[config.mk]
export PLATFORM = sky130hd
export DESIGN_NAME = pkt_tx_sched
export DESIGN_NICKNAME = d
export VERILOG_FILES = /design/src/rtl/utils_pkg.sv /design/src/rtl/eth_fifo.sv /design/src/rtl/pkt_tx_sched.sv
export SDC_FILE = /design/constraint.sdc
export NUM_CORES = 1
export LEC_CHECK = 0
export CAP_MARGIN = 25
export CORE_MARGIN = 2
export CORE_UTILIZATION = 39
export CTS_CLUSTER_DIAMETER = 50
export DETAILED_ROUTE_END_ITERATION = 8
export MAX_ROUTING_LAYER = met4
export PLACE_DENSITY = 0.57
export RECOVER_POWER = 100
export SLEW_MARGIN = 20
export SYNTH_ARGS = -nofsm -noshare
export SYNTH_HDL_FRONTEND = slang
export SYNTH_SLANG_ARGS = --single-unit
export TNS_END_PERCENT = 20
[constraint.sdc]
create_clock -name clk_eth -period 5.6 [get_ports clk_eth]
set_input_delay 0.84 -clock clk_eth [delete_from_list [all_inputs] [get_ports clk_eth]]
set_output_delay 0.84 -clock clk_eth [all_outputs]
set_load 0.02 [all_outputs]
[src/rtl/utils_pkg.sv]
// Shared Ethernet-domain types and constants.
// Holds the OutFIFO status/command structs and pointer/length types, plus
// the transmit scheduler's FSM encoding, descriptor layout and default
// stall timeout.
package utils_pkg;

  localparam int OUTFIFO_KB_SIZE   = 4;
  localparam int PTR_W             = 16;
  localparam int SCHED_TIMEOUT_CYC = 65535;

  typedef logic [15:0]      udp_length_t;
  typedef logic [PTR_W-1:0] ptr_t;

  typedef struct packed {
    ptr_t rd_ptr;
    ptr_t wr_ptr;
    logic empty;
    logic full;
    logic done;
  } s_fifo_st_t;

  typedef struct packed {
    logic        start;
    udp_length_t length;
    logic        clear;
  } s_fifo_cmd_t;

  typedef enum logic [2:0] {
    IDLE, HDR, START, WAIT_DONE, RELEASE, ABORT
  } fsm_sched_t;

  typedef struct packed {
    udp_length_t len;
    logic [31:0] dst_ip;
    logic [15:0] dst_port;
  } s_tx_desc_t;

  // A descriptor is usable only if it carries payload and fits the OutFIFO.
  function automatic logic desc_len_ok(udp_length_t len, int max_bytes);
    return (len != '0) && (int'(len) <= max_bytes);
  endfunction

endpackage

[src/rtl/eth_fifo.sv]
// Small synchronous FIFO used as the scheduler's descriptor queue.
// Ports: clk/rst_n (sync, active-low), clear_i drops all entries,
// push_i/data_i write (ignored when full), pop_i advances the head
// (ignored when empty), data_o shows the head entry, empty_o/full_o flags.
// SLOTS must be a power of 2 and at least 2.
module eth_fifo #(
  parameter int SLOTS = 4,
  parameter int WIDTH = 8
) (
  input  logic             clk,
  input  logic             rst_n,
  input  logic             clear_i,
  input  logic             push_i,
  input  logic [WIDTH-1:0] data_i,
  input  logic             pop_i,
  output logic [WIDTH-1:0] data_o,
  output logic             empty_o,
  output logic             full_o
);

  localparam int AW = $clog2(SLOTS);

  logic [WIDTH-1:0] mem [SLOTS];
  // One extra pointer bit distinguishes full from empty.
  logic [AW:0] wr, rd;
  logic        do_push, do_pop;

  assign empty_o = (wr == rd);
  assign full_o  = (wr[AW] != rd[AW]) && (wr[AW-1:0] == rd[AW-1:0]);
  assign data_o  = mem[rd[AW-1:0]];
  assign do_push = push_i && !full_o;
  assign do_pop  = pop_i && !empty_o;

  always_ff @(posedge clk) begin
    if (!rst_n) begin
      wr <= '0;
      rd <= '0;
    end else if (clear_i) begin
      wr <= '0;
      rd <= '0;
    end else begin
      if (do_push) wr <= wr + (AW+1)'(1);
      if (do_pop)  rd <= rd + (AW+1)'(1);
    end
  end

  always_ff @(posedge clk) begin
    if (do_push) mem[wr[AW-1:0]] <= data_i;
  end

endmodule

[src/rtl/pkt_tx_sched.sv]
// Packet transmit scheduler for the OutFIFO.
// Queues descriptors (len, dst ip/port), waits until the OutFIFO holds a
// whole packet, hands the UDP header downstream, holds fifo_cmd start/length
// until the FIFO reports done, then retires the descriptor.
// Ports: clk_eth/rst_eth (sync, active-low); desc_* push handshake with
// desc_rej_o reject pulse; flush_i abort; fifo_st_i / fifo_cmd_o OutFIFO
// status and command; udp_hdr_* header handshake; busy_o, err_o (sticky
// timeout), pkt_cnt_o (completed packets, wraps).
module pkt_tx_sched
  import utils_pkg::*;
#(
  parameter int DESC_SLOTS  = 4,
  parameter int FIFO_BYTES  = OUTFIFO_KB_SIZE*1024,
  parameter int TIMEOUT_CYC = SCHED_TIMEOUT_CYC
) (
  input  logic        clk_eth,
  input  logic        rst_eth,
  input  logic        desc_valid_i,
  output logic        desc_ready_o,
  input  udp_length_t desc_len_i,
  input  logic [31:0] desc_dst_ip_i,
  input  logic [15:0] desc_dst_port_i,
  output logic        desc_rej_o,
  input  logic        flush_i,
  input  s_fifo_st_t  fifo_st_i,
  output s_fifo_cmd_t fifo_cmd_o,
  output logic        udp_hdr_valid_o,
  input  logic        udp_hdr_ready_i,
  output udp_length_t udp_hdr_len_o,
  output logic [31:0] udp_hdr_dst_ip_o,
  output logic [15:0] udp_hdr_dst_port_o,
  output logic        busy_o,
  output logic        err_o,
  output logic [31:0] pkt_cnt_o
);

  fsm_sched_t  state;
  s_tx_desc_t  in_desc, head;
  logic        q_empty, q_full;
  logic        run;
  logic        accept, len_ok, push, pop;
  ptr_t        occ;
  logic [31:0] wait_cnt;
  logic        unused_st;

  assign unused_st = &{1'b0, fifo_st_i.empty, fifo_st_i.full};

  // run holds ready low while in reset and releases it one edge later.
  assign desc_ready_o = run && !q_full && !flush_i;
  assign accept       = desc_valid_i && desc_ready_o;
  assign len_ok       = desc_len_ok(desc_len_i, FIFO_BYTES);
  assign push         = accept && len_ok;
  assign pop          = !flush_i && (state == RELEASE || state == ABORT);
  assign busy_o       = (state != IDLE) || !q_empty;

  // Modulo subtraction in pointer width stays correct across wrap.
  assign occ = fifo_st_i.wr_ptr - fifo_st_i.rd_ptr;

  assign in_desc = '{len: desc_len_i, dst_ip: desc_dst_ip_i, dst_port: desc_dst_port_i};

  eth_fifo #(
    .SLOTS (DESC_SLOTS),
    .WIDTH ($bits(s_tx_desc_t))
  ) u_desc_q (
    .clk     (clk_eth),
    .rst_n   (rst_eth),
    .clear_i (flush_i),
    .push_i  (push),
    .data_i  (in_desc),
    .pop_i   (pop),
    .data_o  (head),
    .empty_o (q_empty),
    .full_o  (q_full)
  );

  always_ff @(posedge clk_eth) begin
    if (!rst_eth) begin
      state              <= IDLE;
      run                <= 1'b0;
      desc_rej_o         <= 1'b0;
      fifo_cmd_o         <= '0;
      udp_hdr_valid_o    <= 1'b0;
      udp_hdr_len_o      <= '0;
      udp_hdr_dst_ip_o   <= '0;
      udp_hdr_dst_port_o <= '0;
      err_o              <= 1'b0;
      pkt_cnt_o          <= '0;
      wait_cnt           <= '0;
    end else begin
      run              <= 1'b1;
      desc_rej_o       <= accept && !len_ok;
      fifo_cmd_o.clear <= 1'b0;
      if (flush_i) begin
        state            <= IDLE;
        udp_hdr_valid_o  <= 1'b0;
        fifo_cmd_o.start <= 1'b0;
        fifo_cmd_o.clear <= 1'b1;
        err_o            <= 1'b0;
      end else begin
        case (state)
          IDLE: if (!q_empty && occ >= head.len) begin
            // Header and length are latched here and held through WAIT_DONE.
            state              <= HDR;
            udp_hdr_valid_o    <= 1'b1;
            udp_hdr_len_o      <= head.len;
            udp_hdr_dst_ip_o   <= head.dst_ip;
            udp_hdr_dst_port_o <= head.dst_port;
            fifo_cmd_o.length  <= head.len;
          end
          HDR: if (udp_hdr_ready_i) begin
            state            <= START;
            udp_hdr_valid_o  <= 1'b0;
            fifo_cmd_o.start <= 1'b1;
          end
          START: begin
            state    <= WAIT_DONE;
            wait_cnt <= '0;
          end
          WAIT_DONE: begin
            wait_cnt <= wait_cnt + 32'd1;
            // done wins over a timeout landing on the same cycle. The
            // timeout leaves after exactly TIMEOUT_CYC cycles in this state.
            if (fifo_st_i.done) begin
              state            <= RELEASE;
              fifo_cmd_o.start <= 1'b0;
              pkt_cnt_o        <= pkt_cnt_o + 32'd1;
            end else if (wait_cnt == 32'(TIMEOUT_CYC - 1)) begin
              state            <= ABORT;
              fifo_cmd_o.start <= 1'b0;
              fifo_cmd_o.clear <= 1'b1;
              err_o            <= 1'b1;
            end
          end
          RELEASE, ABORT: state <= IDLE;
          default:        state <= IDLE;
        endcase
      end
    end
  end

endmodule
==> results_dict.tcl, run 1 <==
set metrics [dict create \
    fmax_mhz 203 \
    hold_violations 0 \
    worstMarginPinSlew_ns 2.23 \
    synth_flop_cell "edfxtp_1" \
    rsz0062_at_grt "false" \
    first_iter_violations 610 \
    post_cts_resized 0 \
    syn-instance-count 1216 \
    ys_ff_latch 401 \
    fp.dieW_um 214 \
    vias 10427 \
    ant_nets 0 \
    hold_class "flip-flop to flip-flop" \
    area_growth_pct 22.2 \
    synth_nets 1360 \
    period_needed_ns 4.92 \
    clockPowerShare_pct 46.7 \
    ys_seq_area_share_pct 61.5 \
    p_per_area_mw_per_mm2 304 \
    vias_per_cell 5.06 \
    multi_input_area_sq_mm 0.00565 \
    wl_per_cell_um 18.8 \
    async_reset_ff_share_pct 0 \
    fin_tns_setup_ns 0 \
    syn_avg_cell_area_sq_um 14.2 \
    holdWs_ns 0.452 \
    h-tree-depth 2 \
    synth_top_family_by_area "simple AND/OR/NAND/NOR gates" \
    crit_chain "clkdlybuf4s50_1 -> inv_1 -> ha_1 -> fa_1 -> nor2b_1 -> o31ai_1 -> o21ba_1 -> a21o_1 -> a31oi_1 -> xor2_1 -> ha_1 -> and4_1 -> nand4_1 -> nor3_1 -> o311a_4 -> and2_4 -> clkbuf_2 -> o21ai_2" \
    grt_pass1_vias 10686 \
    stdcell_count 2060 \
    cts_sinks 401 \
    grt_usage_pct 17.6 \
    clock_skew_ns 0.0184 \
    use_met3_pct 3.63 \
    seqCellArea_sq_mm 0.0106 \
    slew-limit-headroom_pct -48.6 \
    start_kind "input pin" \
    synthTopCellsByArea "edfxtp_1 (45%), dfxtp_1 (17%), mux4_2 (8.4%)" \
    synthAdderAreaFrac_pct 2.95 \
    critical_path_arrival_ns 5.34 \
    synth.most_common_cell "edfxtp_1" \
    power.share.switching_pct 21.3 \
    post_cts_buffers 0 \
    cp_slowest_stage_delay_ns 0.71 \
    cp_slowest_cell "clkbuf_2" \
    clk_pin_slew_worst_paths_ns 0.06 \
    cts_tree "done" \
    clock_path_buffers 3 \
    drive_gt1_share_pct 13.6 \
    synth_edf_count 256 \
    p_leak_nw 7.48 \
    antenna_found_initial 9 \
    crit_type "input pin to flip-flop" \
    core_area_sq_mm 0.0434 \
    drc_errors 0 \
    maxCapViolations 3 \
    initial_utilization_pct 39.7 \
    die_h_um 214 \
    grt_max_degree 124 \
    port_buffers 220 \
    switching_power_w 0.00136 \
    die-area_sq_mm 0.0458 \
    grt_pass1_wl_um 61400 \
    gp_congestion 0.778 \
    yosysTopAreaCellShare_pct 44.7 \
    synthMuxAreaShare_pct 8.56 \
    synth_compound_area_share_pct 6.42 \
    dp_cells 1965 \
    synth_area_sq_mm 0.0172 \
    clkLatencyLatePin_ns 0.57 \
    grt-ovfl-total 0 \
    grt_use_met2_pct 27.6 \
    wirelength_um 38800 \
    cp_common_cell "ha_1" \
    num_io_pins 223 \
    ff2ff_setup_slack_ns 1.47 \
    utilization_pct 48.5 \
    hpwl_um 24400 \
    first_pass_iters 5 \
    synth-simple-area-share_pct 12.0 \
    internal_power_w 0.00504 \
    violations "max-capacitance violations, max-slew violations" \
    worstPathMaxFanout 25 \
    use_met1_pct 23.1 \
    setup_viol 0 \
    totalPowerFinal_w 0.00640 \
    ctsHoldBuffers 0 \
    numCtsBuffers 47 \
    ys_warn_count 0 \
    p_comb_share_pct 4.2 \
    status "complete, but fails checks" \
    grt_busiest_layer "met2" \
    slew_viol_final 90 \
    cp-end-kind "flip-flop" \
    fp-row-count 76 \
    synth_xor_area_share_pct 3.66 \
    nFillCells 3895 \
    timing.final.crit_share_pct 87.8 \
    cts_root_buffer "clkbuf_16" \
    ys_types 72 \
    required_ns 6.02 \
    critical_path_buf_inv_count 3 \
    synth_common_cells "edfxtp_1 (256), dfxtp_1 (145), nand2_1 (103)" \
    seqPwrFrac_pct 49.1 \
    nets 1573 \
    peakVddDrop_mv 0.224 \
    crit_family "buffers and inverters" \
    yosysTopAreaCell "edfxtp_1" \
]
sequential cells by signal (all words and copies together) (netlist names), named ones only:
register	count
u_desc_q.rd	3
udp_hdr_dst_ip_o	32
udp_hdr_valid_o	1
wait_cnt	32
udp_hdr_dst_port_o	16
state	3
u_desc_q.mem	256
err_o	1
run	1
pkt_cnt_o	32
fifo_cmd_o	2
u_desc_q.wr	3
desc_rej_o	1
udp_hdr_len_o	16
stage by stage:
step,instance area (sq um),worst slack (ns)
floorplan,17200,1.52
global placement,19700,0.442
detailed placement,19700,0.445
CTS,21200,1.06
global route,21000,0.417
finish,21000,0.681
power by group through the flow:
stage	registers, W	logic, W	clock network (W)
2_1_floorplan	0.00321	0.000149	0
3_3_place_gp	0.00320	0.000276	0
3_5_place_dp	0.00320	0.000282	0
4_1_cts	0.00314	0.000284	0.00307
5_1_grt	0.00314	0.000303	0.00319
6_report	0.00314	0.000270	0.00299
final cells by class:
class                      count  area share (%)
timing repair buffer         238            11.1
clock inverter                31            1.39
inverter                      46           0.821
multi-input combinational    695            26.9
antenna                        9           0.107
tap                          585            3.48
clock buffer                  55            5.88
sequential                   401            50.4
final timing paths:
| kind | endpoint | cells past startpoint | startpoint |
|---|---|---|---|
| min | udp_hdr_dst_ip_o[9] | 2 | udp_hdr_dst_ip_o[9] |
| min reg2reg | udp_hdr_dst_ip_o[9] | 2 | udp_hdr_dst_ip_o[9] |
| max reg2reg | u_desc_q.mem[3][20] | 5 | u_desc_q.wr[0] |
| max | udp_hdr_len_o[12] | 18 | fifo_st_i[3] |
cell usage in the layout (no fill, tap or decap), types with 5 or more instances in the layout:
cell / n
clkinv_2: 9
edfxtp_1: 256
nand2b_1: 5
and2_1: 15
clkinv_1: 9
o21ai_0: 55
nand2_1: 103
ha_1: 39
a31oi_1: 5
clkbuf_1: 11
nor3_1: 6
nand4_1: 79
and3_1: 7
xnor2_1: 36
a21oi_1: 23
or3_1: 15
dfxtp_1: 143
clkbuf_16: 47
nor4_1: 10
and2_0: 13
o21ai_2: 29
xor2_1: 36
and4_1: 9
mux4_2: 64
a21boi_0: 8
buf_4: 7
o21a_1: 5
nand3_1: 26
nor2b_1: 9
inv_1: 46
diode_2: 9
nor2_1: 46
clkdlybuf4s50_1: 35
dlygate4sd3_1: 184
cell families (layout without fill, tap and decap cells):
group / Yosys count / in the layout
AOI/OAI and AO/OA: 147 / 147
DFF: 401 / 401
buffers and inverters: 120 / 370
muxes: 67 / 67
adders and majority gates: 40 / 40
and+or+nand+nor: 369 / 369
xor gates and xnor gates: 72 / 72
other: 0 / 9
routing by layer:
| metal | part of all wire (%) | routed length, um |
|---|---|---|
| met2 | 46 | 18000 |
| met5 | 0 | 0 |
| met3 | 4.8 | 1850 |
| met1 | 47 | 18200 |
| met4 | 2.0 | 771 |
worst register-to-register path: stages, from the launching register on:
cell and delay [ns]:
dfxtp_1 0.44, xor2_1 0.26, o311ai_0 0.22, and4bb_1 0.46, and2_1 1.67, clkbuf_2 0.73
(Power assumes the default switching activity.)
==> inputs of run 2 (changes only) <==
- CELL_PAD_IN_SITES_DETAIL_PLACEMENT: default -> 0
- CELL_PAD_IN_SITES_GLOBAL_PLACEMENT: default -> 1
- PLACE_DENSITY: 0.57 -> 0.67
- SETUP_SLACK_MARGIN: default -> 0.1
==> results_dict.tcl, run 2 (synthesis results as in run 1) <==
set metrics [dict create \
    clk_pin_slew_worst_paths_ns 0.06 \
    h-tree-depth 2 \
    hpwl_um 24800 \
    post_cts_resized 0 \
    wl_per_cell_um 19.0 \
    vias_per_cell 5.10 \
    antenna_found_initial 5 \
    initial_utilization_pct 39.7 \
    final_cell_area_sq_mm 0.0209 \
    fp-row-count 76 \
    wirelength_um 39100 \
    hold_violations 0 \
    fp.dieW_um 214 \
    nFillCells 3923 \
    p_leak_nw 7.42 \
    cp_slowest_stage_delay_ns 2.19 \
    violations "max-capacitance violations, max-slew violations" \
    peakVddDrop_mv 0.270 \
    multi_input_area_sq_mm 0.00559 \
    drive_gt1_share_pct 12.2 \
    start_kind "input pin" \
    timing.final.crit_share_pct 85.2 \
    grt-ovfl-total 0 \
    hold_class "flip-flop to flip-flop" \
    fmax_mhz 210 \
    fin_tns_setup_ns 0 \
    ant_nets 0 \
    status "complete, but fails checks" \
    area_growth_pct 21.6 \
    slew_viol_final 230 \
    first_pass_iters 5 \
    num_io_pins 223 \
    period_needed_ns 4.77 \
    slew-limit-headroom_pct -98.5 \
    clock_path_buffers 3 \
    worstMarginPinSlew_ns 2.98 \
    first_iter_violations 600 \
    critical_path_buf_inv_count 2 \
    critical_path_arrival_ns 5.01 \
    nets 1572 \
    seqCellArea_sq_mm 0.0106 \
    p_per_area_mw_per_mm2 297 \
    clock_skew_ns 0.0247 \
    rsz0062_at_grt "false" \
    ctsHoldBuffers 0 \
    numCtsBuffers 45 \
    vias 10484 \
    crit_type "input pin to flip-flop" \
    post_cts_buffers 0 \
    die_h_um 214 \
    maxCapViolations 5 \
    cts_tree "done" \
    clkLatencyLatePin_ns 0.57 \
    gp_congestion 0.792 \
    grt_usage_pct 17.7 \
    port_buffers 220 \
    grt_pass1_vias 10786 \
    crit_chain "dlygate4sd3_1 -> nor4_1 -> a31oi_1 -> and4bb_1 -> and2_0 -> buf_12" \
    cts_sinks 401 \
    cts_root_buffer "clkbuf_16" \
    die-area_sq_mm 0.0458 \
    postPlaceCellArea_sq_mm 0.0197 \
    setup_viol 0 \
    cp_slowest_cell "and2_0" \
    final_common_cell "edfxtp_1" \
    largest_register_ff_count 256 \
    crit_family "simple AND/OR/NAND/NOR gates" \
    required_ns 5.84 \
    final_cell_mix "edfxtp_1 (256), dlygate4sd3_1 (185), dfxtp_1 (143)" \
    grt_pass1_wl_um 61700 \
    drc_errors 0 \
    worstPathMaxFanout 36 \
    core_area_sq_mm 0.0434 \
    cp-end-kind "flip-flop" \
    grt_max_degree 65 \
]
-- run 2: changes by cell type in the layout (fill, tap and decap cells not counted), moves of 4 or more --
cell / delta
o21ai_0: +23
and2_0: -5
and2_1: +6
o21ai_2: -23
diode_2: -4
-- run 2: area by class of cell --
class	instances	area share, %
Antenna cell	5	0.0598
Clock buffer	54	5.79
Tap cell	585	3.50
Timing Repair Buffer	239	11.5
Sequential cell	401	50.7
Clock inverter	30	0.993
Multi-Input combinational cell	695	26.7
Inverter	46	0.825
-- run 2: worst paths after layout --
check / startpoint / to / slack (ns) / cells after the start
max reg2reg: u_desc_q.wr[0] / u_desc_q.mem[2][19] / 1.35 / 5
max: desc_len_i[6] / u_desc_q.mem[2][19] / 0.83 / 6
min reg2reg: udp_hdr_dst_ip_o[6] / udp_hdr_dst_ip_o[6] / 0.46 / 2
min: udp_hdr_dst_ip_o[6] / udp_hdr_dst_ip_o[6] / 0.46 / 2
-- run 2: through the flow --
stage | instances | power [W] | setup WS, ns | hold WS [ns] | util (%)
finish | 2055 | 0.00621 | 0.831 | 0.456 | 48.2
global route | 2055 | 0.00643 | 0.478 | 0.481 | 48.2
CTS | 2049 | 0.00631 | 1.06 | 0.461 | 48.7
detailed placement | 1965 | 0.00349 | 0.461 | 0.450 | 45.4
global placement | 1965 | 0.00349 | 0.509 | 0.446 | 45.4
floorplan | 1216 | 0.00336 | 1.52 | 0.471 | -
-- run 2: where the power goes --
group | total, W | internal [W] | switching (W)
sequential | 0.00314 | 0.00314 | 0.000000738
clock | 0.00280 | 0.00160 | 0.00120
combinational | 0.000273 | 0.000123 | 0.000149
total | 0.00621 | 0.00486 | 0.00135
-- run 2: worst min-delay path, cell delays in order (launching register included) --
cell	delay, ns
dfxtp_1	0.30
nand2_1	0.05
o21ai_0	0.06
-- run 2: metal layers --
layer  global-route usage, %  wire length [um]
met2                    28.1             18700
met3                    3.13              2090
met4                    5.23               823
met5                       -                 0
met1                    23.2             17500
